==> src/rtl/ibex_csr_access_pkg.sv <==
// Shared definitions for the CSR access initiator.
//   csr_op_e      : request operation encoding (read, write, set bits, clear bits)
//   ctrl_state_t  : access FSM state type, with its state constants
package ibex_csr_access_pkg;

    typedef enum logic [1:0] {
        CSR_OP_READ  = 2'b00,
        CSR_OP_WRITE = 2'b01,
        CSR_OP_SET   = 2'b10,
        CSR_OP_CLEAR = 2'b11
    } csr_op_e;

    typedef logic [1:0] ctrl_state_t;

    localparam ctrl_state_t ST_IDLE  = 2'd0;
    localparam ctrl_state_t ST_READ  = 2'd1;
    localparam ctrl_state_t ST_WRITE = 2'd2;
    localparam ctrl_state_t ST_RESP  = 2'd3;

endpackage

==> src/rtl/ibex_csr_scrubber.sv <==
// Background integrity scrubber: walks a pointer over all attached CSRs,
// one per enabled cycle, and reports the sampled integrity error.
//   clk_i, rst_ni    : clock, asynchronous active-low reset
//   en_i             : scrub this cycle (controller idle, no request pending)
//   csr_rd_error_i   : per-CSR integrity error
//   err_o            : integrity error of the CSR pointed at, qualified by en_i
module ibex_csr_scrubber #(
    parameter int unsigned NumCsr = 8
) (
    input  logic              clk_i,
    input  logic              rst_ni,
    input  logic              en_i,
    input  logic [NumCsr-1:0] csr_rd_error_i,
    output logic              err_o
);

    localparam int unsigned PtrW = (NumCsr > 1) ? $clog2(NumCsr) : 1;

    logic [PtrW-1:0] ptr_q, ptr_d;

    always_comb begin
        ptr_d = ptr_q;
        if (en_i) begin
            if (ptr_q == PtrW'(NumCsr - 1)) begin
                ptr_d = '0;
            end else begin
                ptr_d = ptr_q + PtrW'(1);
            end
        end
    end

    always_ff @(posedge clk_i or negedge rst_ni) begin
        if (!rst_ni) begin
            ptr_q <= '0;
        end else begin
            ptr_q <= ptr_d;
        end
    end

    assign err_o = en_i & csr_rd_error_i[ptr_q];

endmodule

==> src/rtl/ibex_csr_access_ctrl.sv <==
// CSR access initiator: accepts read/write/set/clear requests, performs the
// read-modify-write on the addressed CSR and returns its previous value.
//   req_*          : request handshake (op, addr, operand)
//   rsp_*          : response handshake (old value, error)
//   csr_wr_en_o    : one-hot write strobe, high for the single WRITE cycle
//   csr_wr_data_o  : shared write data, holds its last value outside WRITE
//   csr_rd_data_i  : packed read data, CSR k at [k*Width +: Width]
//   csr_rd_error_i : per-CSR integrity error
//   alert_o        : sticky integrity alert, cleared by alert_clr_i
module ibex_csr_access_ctrl
    import ibex_csr_access_pkg::*;
#(
    parameter int unsigned Width  = 32,
    parameter int unsigned NumCsr = 8,
    parameter int unsigned AddrW  = 3
) (
    input  logic                    clk_i,
    input  logic                    rst_ni,
    input  logic                    req_valid_i,
    output logic                    req_ready_o,
    input  logic [1:0]              req_op_i,
    input  logic [AddrW-1:0]        req_addr_i,
    input  logic [Width-1:0]        req_wdata_i,
    output logic                    rsp_valid_o,
    input  logic                    rsp_ready_i,
    output logic [Width-1:0]        rsp_rdata_o,
    output logic                    rsp_error_o,
    output logic [NumCsr-1:0]       csr_wr_en_o,
    output logic [Width-1:0]        csr_wr_data_o,
    input  logic [NumCsr*Width-1:0] csr_rd_data_i,
    input  logic [NumCsr-1:0]       csr_rd_error_i,
    output logic                    alert_o,
    input  logic                    alert_clr_i
);

    ctrl_state_t       state_q, state_d;
    csr_op_e           op_q, op_d;
    logic [AddrW-1:0]  addr_q, addr_d;
    logic [Width-1:0]  operand_q, operand_d;
    logic [Width-1:0]  rdata_q, rdata_d;
    logic              err_q, err_d;
    logic              rsp_valid_q, rsp_valid_d;
    logic [NumCsr-1:0] wr_en_q, wr_en_d;
    logic [Width-1:0]  wr_data_q, wr_data_d;
    logic              alert_q, alert_d;

    logic              addr_ok;
    logic [Width-1:0]  old_val;
    logic              old_err;
    logic [Width-1:0]  new_val;
    logic              need_write;
    logic              scrub_en;
    logic              scrub_err;
    logic              alert_set;

    // Select the addressed CSR by comparison rather than a computed part-select
    // so an out-of-range address never indexes outside the packed bus.
    always_comb begin
        old_val = '0;
        old_err = 1'b0;
        addr_ok = (32'(addr_q) < NumCsr);
        for (int unsigned k = 0; k < NumCsr; k++) begin
            if (32'(addr_q) == k) begin
                old_val = csr_rd_data_i[k*Width +: Width];
                old_err = csr_rd_error_i[k];
            end
        end
    end

    always_comb begin
        new_val    = old_val;
        need_write = 1'b0;
        unique case (op_q)
            CSR_OP_READ:  begin
                new_val    = old_val;
                need_write = 1'b0;
            end
            CSR_OP_WRITE: begin
                new_val    = operand_q;
                need_write = 1'b1;
            end
            CSR_OP_SET:   begin
                new_val    = old_val | operand_q;
                need_write = (operand_q != '0);
            end
            CSR_OP_CLEAR: begin
                new_val    = old_val & ~operand_q;
                need_write = (operand_q != '0);
            end
            default: ;
        endcase
    end

    always_comb begin
        state_d     = state_q;
        op_d        = op_q;
        addr_d      = addr_q;
        operand_d   = operand_q;
        rdata_d     = rdata_q;
        err_d       = err_q;
        rsp_valid_d = rsp_valid_q;
        wr_en_d     = '0;
        wr_data_d   = wr_data_q;

        unique case (state_q)
            ST_IDLE: begin
                if (req_valid_i) begin
                    op_d      = csr_op_e'(req_op_i);
                    addr_d    = req_addr_i;
                    operand_d = req_wdata_i;
                    state_d   = ST_READ;
                end
            end
            ST_READ: begin
                if (!addr_ok) begin
                    rdata_d     = '0;
                    err_d       = 1'b1;
                    rsp_valid_d = 1'b1;
                    state_d     = ST_RESP;
                end else begin
                    rdata_d = old_val;
                    err_d   = old_err;
                    if (old_err || !need_write) begin
                        rsp_valid_d = 1'b1;
                        state_d     = ST_RESP;
                    end else begin
                        // Strobe and data registered here so both appear
                        // together for exactly the WRITE cycle.
                        wr_en_d   = NumCsr'(1) << addr_q;
                        wr_data_d = new_val;
                        state_d   = ST_WRITE;
                    end
                end
            end
            ST_WRITE: begin
                rsp_valid_d = 1'b1;
                state_d     = ST_RESP;
            end
            ST_RESP: begin
                if (rsp_ready_i) begin
                    rsp_valid_d = 1'b0;
                    state_d     = ST_IDLE;
                end
            end
            default: state_d = ST_IDLE;
        endcase
    end

    assign scrub_en = (state_q == ST_IDLE) && !req_valid_i;

    ibex_csr_scrubber #(
        .NumCsr(NumCsr)
    ) u_scrubber (
        .clk_i          (clk_i),
        .rst_ni         (rst_ni),
        .en_i           (scrub_en),
        .csr_rd_error_i (csr_rd_error_i),
        .err_o          (scrub_err)
    );

    // Set takes priority over clear so a concurrent error is never lost.
    always_comb begin
        alert_set = scrub_err | ((state_q == ST_READ) & addr_ok & old_err);
        alert_d   = alert_q;
        if (alert_set) begin
            alert_d = 1'b1;
        end else if (alert_clr_i) begin
            alert_d = 1'b0;
        end
    end

    always_ff @(posedge clk_i or negedge rst_ni) begin
        if (!rst_ni) begin
            state_q     <= ST_IDLE;
            op_q        <= CSR_OP_READ;
            addr_q      <= '0;
            operand_q   <= '0;
            rdata_q     <= '0;
            err_q       <= 1'b0;
            rsp_valid_q <= 1'b0;
            wr_en_q     <= '0;
            wr_data_q   <= '0;
            alert_q     <= 1'b0;
        end else begin
            state_q     <= state_d;
            op_q        <= op_d;
            addr_q      <= addr_d;
            operand_q   <= operand_d;
            rdata_q     <= rdata_d;
            err_q       <= err_d;
            rsp_valid_q <= rsp_valid_d;
            wr_en_q     <= wr_en_d;
            wr_data_q   <= wr_data_d;
            alert_q     <= alert_d;
        end
    end

    assign req_ready_o   = (state_q == ST_IDLE);
    assign rsp_valid_o   = rsp_valid_q;
    assign rsp_rdata_o   = rdata_q;
    assign rsp_error_o   = err_q;
    assign csr_wr_en_o   = wr_en_q;
    assign csr_wr_data_o = wr_data_q;
    assign alert_o       = alert_q;

endmodule

==> config.mk <==
export PLATFORM = sky130hd
export DESIGN_NAME = ibex_csr_access_ctrl
export DESIGN_NICKNAME = d
export VERILOG_FILES = /design/src/rtl/ibex_csr_access_pkg.sv /design/src/rtl/ibex_csr_scrubber.sv /design/src/rtl/ibex_csr_access_ctrl.sv
export SDC_FILE = /design/constraint.sdc
export NUM_CORES = 1
export LEC_CHECK = 0
export ABC_AREA = 1
export BUFFER_PORTS_ARGS = -buffer_cell sky130_fd_sc_hd__buf_2
export CAP_MARGIN = 20
export CELL_PAD_IN_SITES_DETAIL_PLACEMENT = 0
export CELL_PAD_IN_SITES_GLOBAL_PLACEMENT = 2
export CORE_UTILIZATION = 24
export DETAILED_ROUTE_END_ITERATION = 10
export MAX_ROUTING_LAYER = met4
export PLACE_DENSITY = 0.89
export SLEW_MARGIN = 0
export SYNTH_ARGS = -nofsm -noshare
export SYNTH_HDL_FRONTEND = slang
export SYNTH_SLANG_ARGS = --single-unit
==> constraint.sdc <==
create_clock -name clk_i -period 3.64 [get_ports clk_i]
set_clock_uncertainty 0.1 [all_clocks]
set_input_delay 0 -clock clk_i [delete_from_list [all_inputs] [get_ports clk_i]]
set_output_delay 0 -clock clk_i [all_outputs]
set_load 0.05 [all_outputs]
* Word-level counts from Yosys, hierarchy flattened
Cells that the tools add are included.
Storage, ports and cells: flip-flop bits (word level) 117, input bits 306, output and inout port bits 76, logic and storage cells 85
Cells by class: add/sub/neg operators 1, order comparisons 1, equality and inequality tests 17, shifts and indexed selects 1, multiplexer cells 32, bitwise logic cells 7, reduce and logical (&&, ||, !) cells 15
Operator list (count):
- 2-to-1 mux 32 bit | 8
- case mux 32 bit (4 select lines) | 1
- AND 32 bit | 1
- NOT 32 bit | 1
- bitwise OR 32 bit | 1
- nonzero test 32 bit | 1
- 2-to-1 mux 8 bit | 2
- == test 3 bit (second input constant) | 5
- 2-to-1 mux 1 bit | 14
- == test 2 bit (second input constant) | 4
- case mux 2 bit (4 select lines) | 1
- left shift 1 x 3 -> 8 bit (first input constant) | 1
- == test 3 x 2 -> 1 bit (second input constant) | 2
- != test 2 bit (second input constant) | 3
- case mux 1 bit (3 select lines) | 2
- AND reduction 2 bit | 3
- == test 2 x 1 -> 1 bit (second input constant) | 2
- logical NOT 2 bit | 2
- less-than comparator 3 x 4 -> 1 bit (second input constant) | 1
- 2-to-1 mux 2 bit | 2
- adder 3 x 1 -> 3 bit (second input constant) | 1
- binary-select mux 1 bit (select 3 bit) | 1
- == test 3 x 1 -> 1 bit (second input constant) | 1
- logical NOT 3 bit | 1
- other kinds (11) | 13

* Longest topological paths before layout
depth after elaboration 12, depth in mapped cells 13, mapped depth without buffers 11

* Modules after synthesis
From an unflattened synthesis, not the netlist that was laid out.
Second synthesis, totals: cell total of the unflattened synthesis 1056, area total of the unflattened synthesis 7170.6 um2
By module, submodules not included:
- ibex_csr_access_ctrl | times used 1, cells each 1018, area an instance 6930.4 um2, seq. area each 2852.7 um2
- ibex_csr_scrubber | times used 1, cells each 38, area an instance 240.2 um2, seq. area each 75.1 um2

* Least setup slack after synthesis
OpenSTA, ideal clock, no wires.
kind reg2reg, from reg state_q[0], to reg op_q[0], library setup time 125 ps, arrival time 1785 ps, required time 3415 ps, setup slack 1631 ps, stages on the path, launching flop included 6, path buffers 1, clock period less this slack 2009 ps, cells stage by stage dfrtp_1 > inv_1 > ha_1 > nand2_1 > buf_1 > mux2_2
On the way: cells in the longest elaborated chain, start to end 2
RTL lines:
- from (decl) | RTL line ibex_csr_access_ctrl.sv:36 | ctrl_state_t state_q, state_d;
- from (signal assigned) | RTL line ibex_csr_access_ctrl.sv:185 | state_q <= state_d;
- logical NOT 2 bit
- net req_ready_o | RTL line ibex_csr_access_ctrl.sv:20 | output logic req_ready_o,
- AND reduction 2 bit (no source line)
- to (signal assigned) | RTL line ibex_csr_access_ctrl.sv:186 | op_q <= op_d;
- to (decl) | RTL line ibex_csr_access_ctrl.sv:37 | csr_op_e op_q, op_d;
The timed path passes the listed nets, and every way through them passes these cells. A chain may end at the register's enable or synchronous reset.

* Final worst setup path
from reg addr_q[2], to reg wr_data_q[18], in the netlist csr_wr_data_o[18]
On the way: cells in the longest elaborated chain, start to end 12, elaborated cells on any way between the ends 30, those cells by class 7 x eq/ne; 17 x mux; 3 x bitwise; 3 x reduce/logical
RTL lines:
- from (decl) | RTL line ibex_csr_access_ctrl.sv:38 | logic [AddrW-1:0] addr_q, addr_d;
- from (signal assigned) | RTL line ibex_csr_access_ctrl.sv:187 | addr_q <= addr_d;
- parallel branches: the longest is 12 deep, another holds 2-to-1 mux 32 bit
- to (signal assigned) | RTL line ibex_csr_access_ctrl.sv:193 | wr_data_q <= wr_data_d;
- to (decl) | RTL line ibex_csr_access_ctrl.sv:44 | logic [Width-1:0] wr_data_q, wr_data_d;
Parallel ways; which one is timed is not known.

==> reports/metrics.csv <==
stage,metric,value,unit
route,initial DRC count,484,
setup_path,CP max FO,32,
cells_and_area,layout cells sized above 1,0.307,
route,routed vias,8975,
cells_and_area,most frequent cells in the layout,"nand2_1, buf_2, dfrtp_1",
route,vias per cell,4.67,
cells_and_area,area grow syn2layout,56.7,%
logic_synthesis,Post-Synthesis Cells,1053,
pwr,Clk pwr share,0.171,
logic_synthesis,synthesis-stage register bit count,117,
placement,area post-placement,9450,um^2
grt,vias in the first global route,8810,
cells_and_area,Final Instance Area,11200,um^2
logic_synthesis,Yosys warning count,0,
hold_path,"Endpoint, Worst Hold",rsp_rdata_o[31]$_DFFE_PN0P_,
pwr,power share of the sequential group,0.229,
clock_network,Root Driver,clkbuf_16,
logic_synthesis,count of different cell masters after synthesis,26,
clock_network,clk slew on worst S/H paths,60,ps
run_status,status,"complete, but fails checks",
sta,"Slew Viols, Final",0,
floorplan,IO Count,382,
logic_synthesis,Mapped Area,7140,um^2
setup_path,Startpoint Class,flip-flop,
sta,fmax,322,MHz
placement,PortBufs,381,
sta,RSZ-0062 raised after global routing,no,
sta,Slew HR,0.290,
cells_and_area,Layout Cells excl Fill,1921,
grt,All-Layer GR Usage,0.233,
placement,Worst Setup Slack post-DPL,1080,ps
placement,Placed Instances,1775,
route,Routed Wire Length,34900,um
clock_network,Sink Count,117,
run_status,failing checks,hold timing,
sta,post-route setup TNS,0,ps
cells_and_area,fillers,3201,
sta,number of hold violations in the final report,1,
sta,# setup viols final,0,
route,DR pass1 iterations,7,
placement,Final GP Congestion,0.913,
sta,fin crit share,0.853,
setup_path,worst reg-to-reg path cell count,12,
sta,Hold Slack,-21.2,ps
setup_path,Crit Path Class,reg2reg,
floorplan,Die Footprint,30400,um^2
setup_path,reg2reg setup slack,530,ps
route,Routed Antenna Nets,0,
sta,Worst-Margin Slew,1060,ps
route,WL per Instance,18.2,um
setup_path,crit end category,flip-flop,
pwr,"IR drop worst, VDD",0.305,mV
grt,first-pass GRT wire length,52000,um
setup_path,reg2reg start,addr_q[2]$_DFFE_PN0P_,
hold_path,worst min path class,in2reg,
clock_network,CTS H-tree lvls,4,
hold_path,hold depth,5,
hold_path,Hold Path Origin,csr_rd_data_i[223],
clock_network,clock tree from TritonCTS,built,
pwr,NetSw,5.30,mW
sta,final worst slack,535,ps
grt,initial antenna violation count,5,
setup_path,critical path arrival,3300,ps
floorplan,die span in y,174,um
pwr,internal power,4.98,mW
setup_path,worst endpoint required time,3840,ps
floorplan,num rows,62,
pwr,Comb pwr share,0.600,
grt,largest net degree at the start of global routing,74,
setup_path,worst r2r dst,csr_wr_data_o[18]$_DFFE_PN0P_,
logic_synthesis,sequential area share after synthesis,0.410,
clock_network,Num CTS Buffers,17,
placement,hpwl dp,26300,um
route,DRC violations left,0,
clock_network,Worst-Skew Late Latency,420,ps
logic_synthesis,syn_nets,1364,
logic_synthesis,average size of a mapped cell,6.78,um^2
floorplan,total core area,29000,um^2
pwr,pwr dens,919,nW/um^2
pwr,Leak Pwr,5.96,nW
floorplan,Initial Util,0.246,
cells_and_area,"most common cell after layout, fill and taps aside",nand2_1,
floorplan,DIE WIDTH,174,um
job,Max Cap Viol,0,
cells_and_area,fin nets,1830,
sta,clock period minus worst slack,3110,ps
pwr,sw frac,0.515,
grt,GR Overflow Total,0,
clock_network,CTS max path bufs,2,
state kept, by name, summed over array words and instances, names as in the netlist:
name and cells:
operand_q 32, state_q 2, csr_wr_en_o 8, rsp_valid_o 1, op_q 2, rsp_rdata_o 32, alert_o 1, csr_wr_data_o 32
rsp_error_o 1, addr_q 3, u_scrubber.ptr_q 3
stage by stage:
stage | power, mW | util
6_report | 10.3 | 0.386
5_1_grt | 11.0 | 0.386
4_1_cts | 10.3 | 0.383
3_5_place_dp | 8.05 | 0.326
3_3_place_gp | 7.94 | 0.325
2_1_floorplan | 6.10 | -
per-layer routing:
metal	GRT usage	part of all wire	vias up
met2	0.364	0.46	357
met5	-	0	-
met1	0.291	0.44	4232
li1	-	-	4333
met3	0.0492	0.069	53
met4	0.0949	0.031	0
critical path, stage by stage, from the launching register on:
cell and delay [ps]:
dfrtp_1 540, inv_2 60, nand3_1 120, inv_1 460, nand2_1 200, nand4_1 100
nor2_1 330, nand4_1 190, dlygate4sd3_1 630, nand2_1 70, nand2_1 50, nand2_1 50
nand2_1 60
cell usage after synthesis (all sizes together):
library cell | count | area [um^2]
clkbuf | 35 | 133
dfrtp | 117 | 2930
nand3 | 21 | 105
buf | 24 | 108
o211ai | 1 | 7.51
nand4 | 91 | 576
clkinv | 1 | 3.75
nand2 | 495 | 1860
o21ai | 42 | 210
nand3b | 1 | 7.51
o221ai | 1 | 8.76
or2 | 5 | 31.3
inv | 55 | 206
mux2 | 32 | 360
o22ai | 1 | 6.26
ha | 5 | 62.6
nor3 | 6 | 56.3
a21oi | 18 | 90.1
nor2 | 102 | 383
repair_timing:
item,4_1_cts,5_1_grt
hold endpoints to repair,170,21
buffers inserted,0,0
gates resized for setup,0,0
hold buffers,106,1
layout make-up:
cell class / count / area, um^2 / area share
flip-flops and latches: 117 / 2930 / 0.262
inverters: 56 / 210 / 0.0188
repair buffers: 506 / 3170 / 0.283
clock inverters: 11 / 149 / 0.0133
well taps: 384 / 480 / 0.0429
multi-input cells: 821 / 3780 / 0.338
diodes: 5 / 12.5 / 0.00112
clock buffers: 21 / 460 / 0.0411
power groups by stage:
stage	sequential (mW)	combinational (mW)	clock [mW]
finish	2.35	6.17	1.76
global route	2.43	6.76	1.85
CTS	2.35	6.19	1.79
floorplan	3.41	2.69	0
detailed placement	2.36	5.69	0
global placement	2.35	5.60	0
worst max-delay path by stage:
stage,endpoint,startpoint,depth (start not counted)
floorplan,op_q[0]$_DFFE_PN0P_,state_q[0]$_DFFE_PN0P_,5
global placement,csr_wr_data_o[18]$_DFFE_PN0P_,addr_q[2]$_DFFE_PN0P_,11
global route,csr_wr_data_o[18]$_DFFE_PN0P_,addr_q[2]$_DFFE_PN0P_,12
CTS,csr_wr_data_o[18]$_DFFE_PN0P_,addr_q[2]$_DFFE_PN0P_,12
detailed placement,csr_wr_data_o[18]$_DFFE_PN0P_,addr_q[2]$_DFFE_PN0P_,11
finish,csr_wr_data_o[18]$_DFFE_PN0P_,addr_q[2]$_DFFE_PN0P_,12
cell families after synthesis:
group / count (synthesis) / share of synthesized area
AO/OA/AOI/OAI: 63 / 0.0452
adder cells (fa/ha/maj): 5 / 0.00876
buffers and inverters: 115 / 0.0631
flip-flops: 117 / 0.410
multiplexers: 32 / 0.0505
AND/OR/NAND/NOR: 721 / 0.422
No activity file was read; power rests on OpenSTA's default activity.
